### config.mk
export PLATFORM = sky130hd
export DESIGN_NAME = vehicle_control_ext
export DESIGN_NICKNAME = d
export VERILOG_FILES = /design/src/rtl/vehicle_control_ext.sv
export SDC_FILE = /design/constraint.sdc
export NUM_CORES = 1
export LEC_CHECK = 0
export ABC_AREA = 0
export CAP_MARGIN = 20
export CORE_ASPECT_RATIO = 1.1
export CORE_MARGIN = 8
export CORE_UTILIZATION = 50
export CTS_CLUSTER_SIZE = 28
export DETAILED_ROUTE_END_ITERATION = 8
export PLACE_DENSITY = 0.74
export SLEW_MARGIN = 20
export SYNTH_ARGS = -nofsm -noshare
export SYNTH_HDL_FRONTEND = slang
export SYNTH_SLANG_ARGS = --single-unit
### constraint.sdc
create_clock -name clock -period 3.35 [get_ports clock]
set_clock_uncertainty 0.1 [all_clocks]
set_input_delay 1.005 -clock clock [delete_from_list [all_inputs] [get_ports clock]]
set_output_delay 1.005 -clock clock [all_outputs]
set_load 0.02 [all_outputs]
### src/rtl/vehicle_control_ext.sv
// Gear selector with brake/standstill interlocks plus turn indicator with blinker.
// Define VEHICLE_CTRL_HAZARD_EN to enable hazard mode on the hazard input.
module vehicle_control_ext #(
  parameter int NUM_FWD_GEARS = 4,
  parameter int BLINK_HALF = 4,
  localparam int GW = $clog2(NUM_FWD_GEARS + 1)
) (
  input  logic          clock,
  input  logic          reset,
  input  logic          ignition,
  input  logic          brake,
  input  logic          stopped,
  input  logic [1:0]    gear_req,
  input  logic [1:0]    turn_req,
  input  logic          steer_return,
  input  logic          hazard,
  output logic [2:0]    gear_state,
  output logic [GW-1:0] gear_index,
  output logic          shift_reject,
  output logic [1:0]    turn_state,
  output logic          lamp_left,
  output logic          lamp_right
);

  localparam int CW = (BLINK_HALF > 1) ? $clog2(BLINK_HALF) : 1;

  typedef enum logic [2:0] {
    G_LOCK = 3'd0,
    G_PARK = 3'd1,
    G_REV  = 3'd2,
    G_NEU  = 3'd3,
    G_DRV  = 3'd4
  } gear_t;

  typedef enum logic [1:0] {
    T_NONE  = 2'b00,
    T_LEFT  = 2'b01,
    T_HAZ   = 2'b10,
    T_RIGHT = 2'b11
  } turn_t;

  gear_t         g_q, g_d;
  logic [GW-1:0] idx_q, idx_d;
  logic          rej_q, rej_d;
  turn_t         t_q, t_d;
  logic [CW-1:0] cnt_q, cnt_d;
  logic          ph_q, ph_d;
  logic          ll_q, ll_d;
  logic          lr_q, lr_d;
  logic [1:0]    gprev_q, tprev_q;
  logic          gedge, tedge;

`ifndef VEHICLE_CTRL_HAZARD_EN
  logic unused_hazard;
  assign unused_hazard = hazard;
`endif

  assign gedge = (gear_req != 2'b00) && (gear_req != gprev_q);
  assign tedge = (turn_req != 2'b00) && (turn_req != tprev_q);

  always_ff @(posedge clock) begin
    if (reset) begin
      g_q     <= G_LOCK;
      idx_q   <= '0;
      rej_q   <= 1'b0;
      t_q     <= T_NONE;
      cnt_q   <= '0;
      ph_q    <= 1'b0;
      ll_q    <= 1'b0;
      lr_q    <= 1'b0;
      gprev_q <= 2'b00;
      tprev_q <= 2'b00;
    end else begin
      g_q     <= g_d;
      idx_q   <= idx_d;
      rej_q   <= rej_d;
      t_q     <= t_d;
      cnt_q   <= cnt_d;
      ph_q    <= ph_d;
      ll_q    <= ll_d;
      lr_q    <= lr_d;
      gprev_q <= gear_req;
      tprev_q <= turn_req;
    end
  end

  // Gear chain: PARK <-> REVERSE <-> NEUTRAL <-> DRIVE(1..N)
  always_comb begin
    g_d   = g_q;
    idx_d = idx_q;
    rej_d = 1'b0;
    if (!ignition) begin
      g_d   = G_LOCK;
      idx_d = '0;
    end else if (g_q == G_LOCK) begin
      g_d = G_PARK;
    end else if (gedge) begin
      case (gear_req)
        2'b11: begin
          if (stopped && g_q != G_PARK) begin
            g_d   = G_PARK;
            idx_d = '0;
          end else begin
            rej_d = 1'b1;
          end
        end
        2'b10: begin
          case (g_q)
            G_PARK: begin
              if (brake && stopped) g_d = G_REV;
              else rej_d = 1'b1;
            end
            G_REV: g_d = G_NEU;
            G_NEU: begin
              g_d   = G_DRV;
              idx_d = GW'(1);
            end
            G_DRV: begin
              if (idx_q < GW'(NUM_FWD_GEARS)) idx_d = idx_q + 1'b1;
              else rej_d = 1'b1;
            end
            default: rej_d = 1'b1;
          endcase
        end
        2'b01: begin
          case (g_q)
            G_REV: g_d = G_PARK;
            G_NEU: begin
              if (stopped) g_d = G_REV;
              else rej_d = 1'b1;
            end
            G_DRV: begin
              if (idx_q == GW'(1)) begin
                g_d   = G_NEU;
                idx_d = '0;
              end else begin
                idx_d = idx_q - 1'b1;
              end
            end
            default: rej_d = 1'b1;
          endcase
        end
        default: ;
      endcase
    end
  end

  always_comb begin
    t_d = t_q;
`ifdef VEHICLE_CTRL_HAZARD_EN
    if (hazard) t_d = T_HAZ;
    else if (t_q == T_HAZ) t_d = T_NONE;
    else
`endif
    if (!ignition) t_d = T_NONE;
    else if (tedge && turn_req == 2'b11) t_d = T_NONE;
    else if (tedge && turn_req == 2'b01)
      t_d = (t_q == T_LEFT) ? T_NONE : T_LEFT;
    else if (tedge && turn_req == 2'b10)
      t_d = (t_q == T_RIGHT) ? T_NONE : T_RIGHT;
    else if (steer_return && (t_q == T_LEFT || t_q == T_RIGHT))
      t_d = T_NONE;
  end

  // Blink phase restarts lit whenever a new indication begins
  always_comb begin
    cnt_d = cnt_q;
    ph_d  = ph_q;
    if (t_d == T_NONE) begin
      cnt_d = '0;
      ph_d  = 1'b0;
    end else if (t_d != t_q) begin
      cnt_d = '0;
      ph_d  = 1'b1;
    end else if (cnt_q == CW'(BLINK_HALF - 1)) begin
      cnt_d = '0;
      ph_d  = ~ph_q;
    end else begin
      cnt_d = cnt_q + 1'b1;
    end
    ll_d = ph_d & (t_d == T_LEFT || t_d == T_HAZ);
    lr_d = ph_d & (t_d == T_RIGHT || t_d == T_HAZ);
  end

  assign gear_state   = g_q;
  assign gear_index   = idx_q;
  assign shift_reject = rej_q;
  assign turn_state   = t_q;
  assign lamp_left    = ll_q;
  assign lamp_right   = lr_q;

endmodule

==> flow_summary.ini <==
[synthesis]
synth_top_area_share_pct = 25.60
synth_cells = 178
synth_seq_cells = 18
netlist_area_um2 = 1408
synth_edf_count = 0
ys_top_cells_by_area = dfxtp_1, ha_1, nand2_1
yosys.area.top_type = dfxtp_1
avgSynthCellArea_um2 = 7.908
ys_types = 48
async_flop_share_pct = 0
ys_seq_area_share_pct = 25.60
synth.net_count = 200
ys.warnings.count = 0
synth_ff_type = dfxtp_1

[cts]
cts_htree_levels = 1
clk_path_buf_depth = 2
cts_tree = done
postCtsSetupRepairBufs = 0
clkSlewWorstSetupHoldPaths_ns = 0.10
cts_hold_buf = 0
clock_latency_ns = 0.28
numCtsBuffers = 3
ctsRootBufferMaster = clkbuf_4
cts_resized = 0
clock_sinks = 18

[sta]
slew_violations = 0
hold_viol_final = 0
setup_viol = 0
tns_ns = 0
tightest_slew_ns = 0.5298
finalCriticalPeriod_ns = 3.026
max_freq_mhz = 330.5
relSlewSlack_pct = 64.63
post-route-period-util_pct = 90.33
rsz0062_at_grt = false
whs_ns = 0.4108

[power]
cellLeakagePower_nw = 0.6695
ir_worst_vdd_v = 0.0002323
power_density_nw_per_um2 = 282.2
power_mw = 0.4766

[global_routing]
grt_max_degree = 17
grt_first_pass_wirelength_um = 5671
grt_usage_pct = 14.30
antenna_found_initial = 0
grt_pass1_vias = 1354
overflow = 0

[drt]
first_pass_iters = 4
drt_wl_total_um = 3263
avgViaCountPerCell = 5.897
ant_nets = 0
routedWlPerCell_um = 14.06
routed-via-count = 1368
drc_errors = 0
drt-initial-drc-count = 81

[layout]
drive_gt1_share_pct = 8.543
final_common_cell = nand2_1
mostFrequentLayoutCells = nand2_1, clkdlybuf4s50_1, dfxtp_1
fillers = 241
final_cells = 232
antenna_cells = 0
final_util_pct = 61.93
seqCellArea_um2 = 360.3
area_delta_synth_final_pct = 20.00
multi_input_area_um2 = 960.9
nets = 222

[floorplan]
die_height_um = 71.65
ios = 22
die_area_um2 = 4771
rows = 20
die_x_um = 66.59
core-area_um2 = 2728
initial_utilization_pct = 51.61

[setup_path]
crit_path_end_kind = flop
cp_data_arrival_time_ns = 3.14
critical_path_class = in -> reg
required_ns = 3.47
critPathLaunchType = input pin
critPathMaxFanout = 6

[job]
cap_viol_max_count = 0

[place]
hpwl_um = 2612
placed_cells_incl_taps = 228
gp_congestion = 0.8863
io_buffer_count = 20

[min_path]
hold_path.class = reg -> reg

[status]
outcome = finished clean
-- worst max-delay path: stages --
cell and delay, ns:
clkdlybuf4s50_1 0.53, nor2b_2 0.23, a21oi_1 0.06, o2111ai_1 0.24
nand2_1 0.11, a211o_1 0.33, ha_1 0.22, nor2_1 0.17
o21ai_0 0.13, a21oi_1 0.13
-- layout make-up --
cell class | count | area share [%]
Clock buffer | 4 | 2.148
Inverter | 14 | 3.111
Multi-Input combinational cell | 138 | 56.89
Sequential cell | 18 | 21.33
Tap cell | 33 | 2.444
Timing Repair Buffer | 25 | 14.07
-- report_power, final --
group | total (mW) | internal (mW) | switching [mW]
clock | 0.129 | 0.0661 | 0.0625
combinational | 0.120 | 0.0548 | 0.0648
sequential | 0.228 | 0.220 | 0.00835
total | 0.477 | 0.341 | 0.136
-- cells in the mapped netlist (all sizes together) (2+ instances only) --
cell and instances:
a211o 2, a211oi 2, a21o 3, a21oi 10, a31oi 5, and4b 2
buf 3, clkbuf 5, dfxtp 18, ha 11, inv 14, mux2i 5
nand2 21, nand2b 7, nand3 5, nand3b 2, nor2 12, nor2b 8
nor3 2, o2111ai 2, o211ai 2, o21ai 9, o21bai 2, o22ai 2
o2bb2ai 2, o31ai 2, xor2 4
-- sequential cells by signal (all words and copies together), names as in the netlist --
signal	count
shift_reject	1
gear_index	3
gear_state	3
turn_state	2
gprev_q	2
lamp_right	1
ph_q	1
cnt_q	2
lamp_left	1
tprev_q	2
-- metal layers --
metal / track usage, % / routed length [um]
met1: 15.84 / 1367
met2: 25.21 / 1684
met3: 2.808 / 152
met4: 6.176 / 58
met5: 0 / 0
-- path summary, 6_finish.rpt --
path / from / endpoint / slack, ns / cells past startpoint
hold reg to reg: gear_index[1] / gear_index[1] / 0.41 / 2
setup / recovery: turn_req[1] / lamp_right / 0.32 / 10
hold / removal: gear_index[1] / gear_index[1] / 0.41 / 2
setup reg to reg: tprev_q[1] / lamp_right / 1.26 / 8
-- through the flow --
| step | instance area [um2] | setup WS [ns] |
|---|---|---|
| after detailed placement | 1653 | 0.06137 |
| final | 1689 | 0.3241 |
| after global routing | 1689 | 0.1888 |
| after CTS | 1689 | 0.3506 |
| after global placement | 1653 | 0.1448 |
| after floorplan | 1408 | 0.7960 |
-- kinds of logic after synthesis --
| logic type | Yosys count | synth area share (%) |
|---|---|---|
| XOR/XNOR | 4 | 2.489 |
| adder cells (fa/ha/maj) | 11 | 9.778 |
| multiplexers | 5 | 3.556 |
| buffers and inverters | 22 | 6.133 |
| AND/OR/NAND/NOR | 62 | 23.11 |
| flip-flops | 18 | 25.60 |
| AO/OA/AOI/OAI | 56 | 29.33 |
Note: power is estimated with default switching activity, not from simulation.
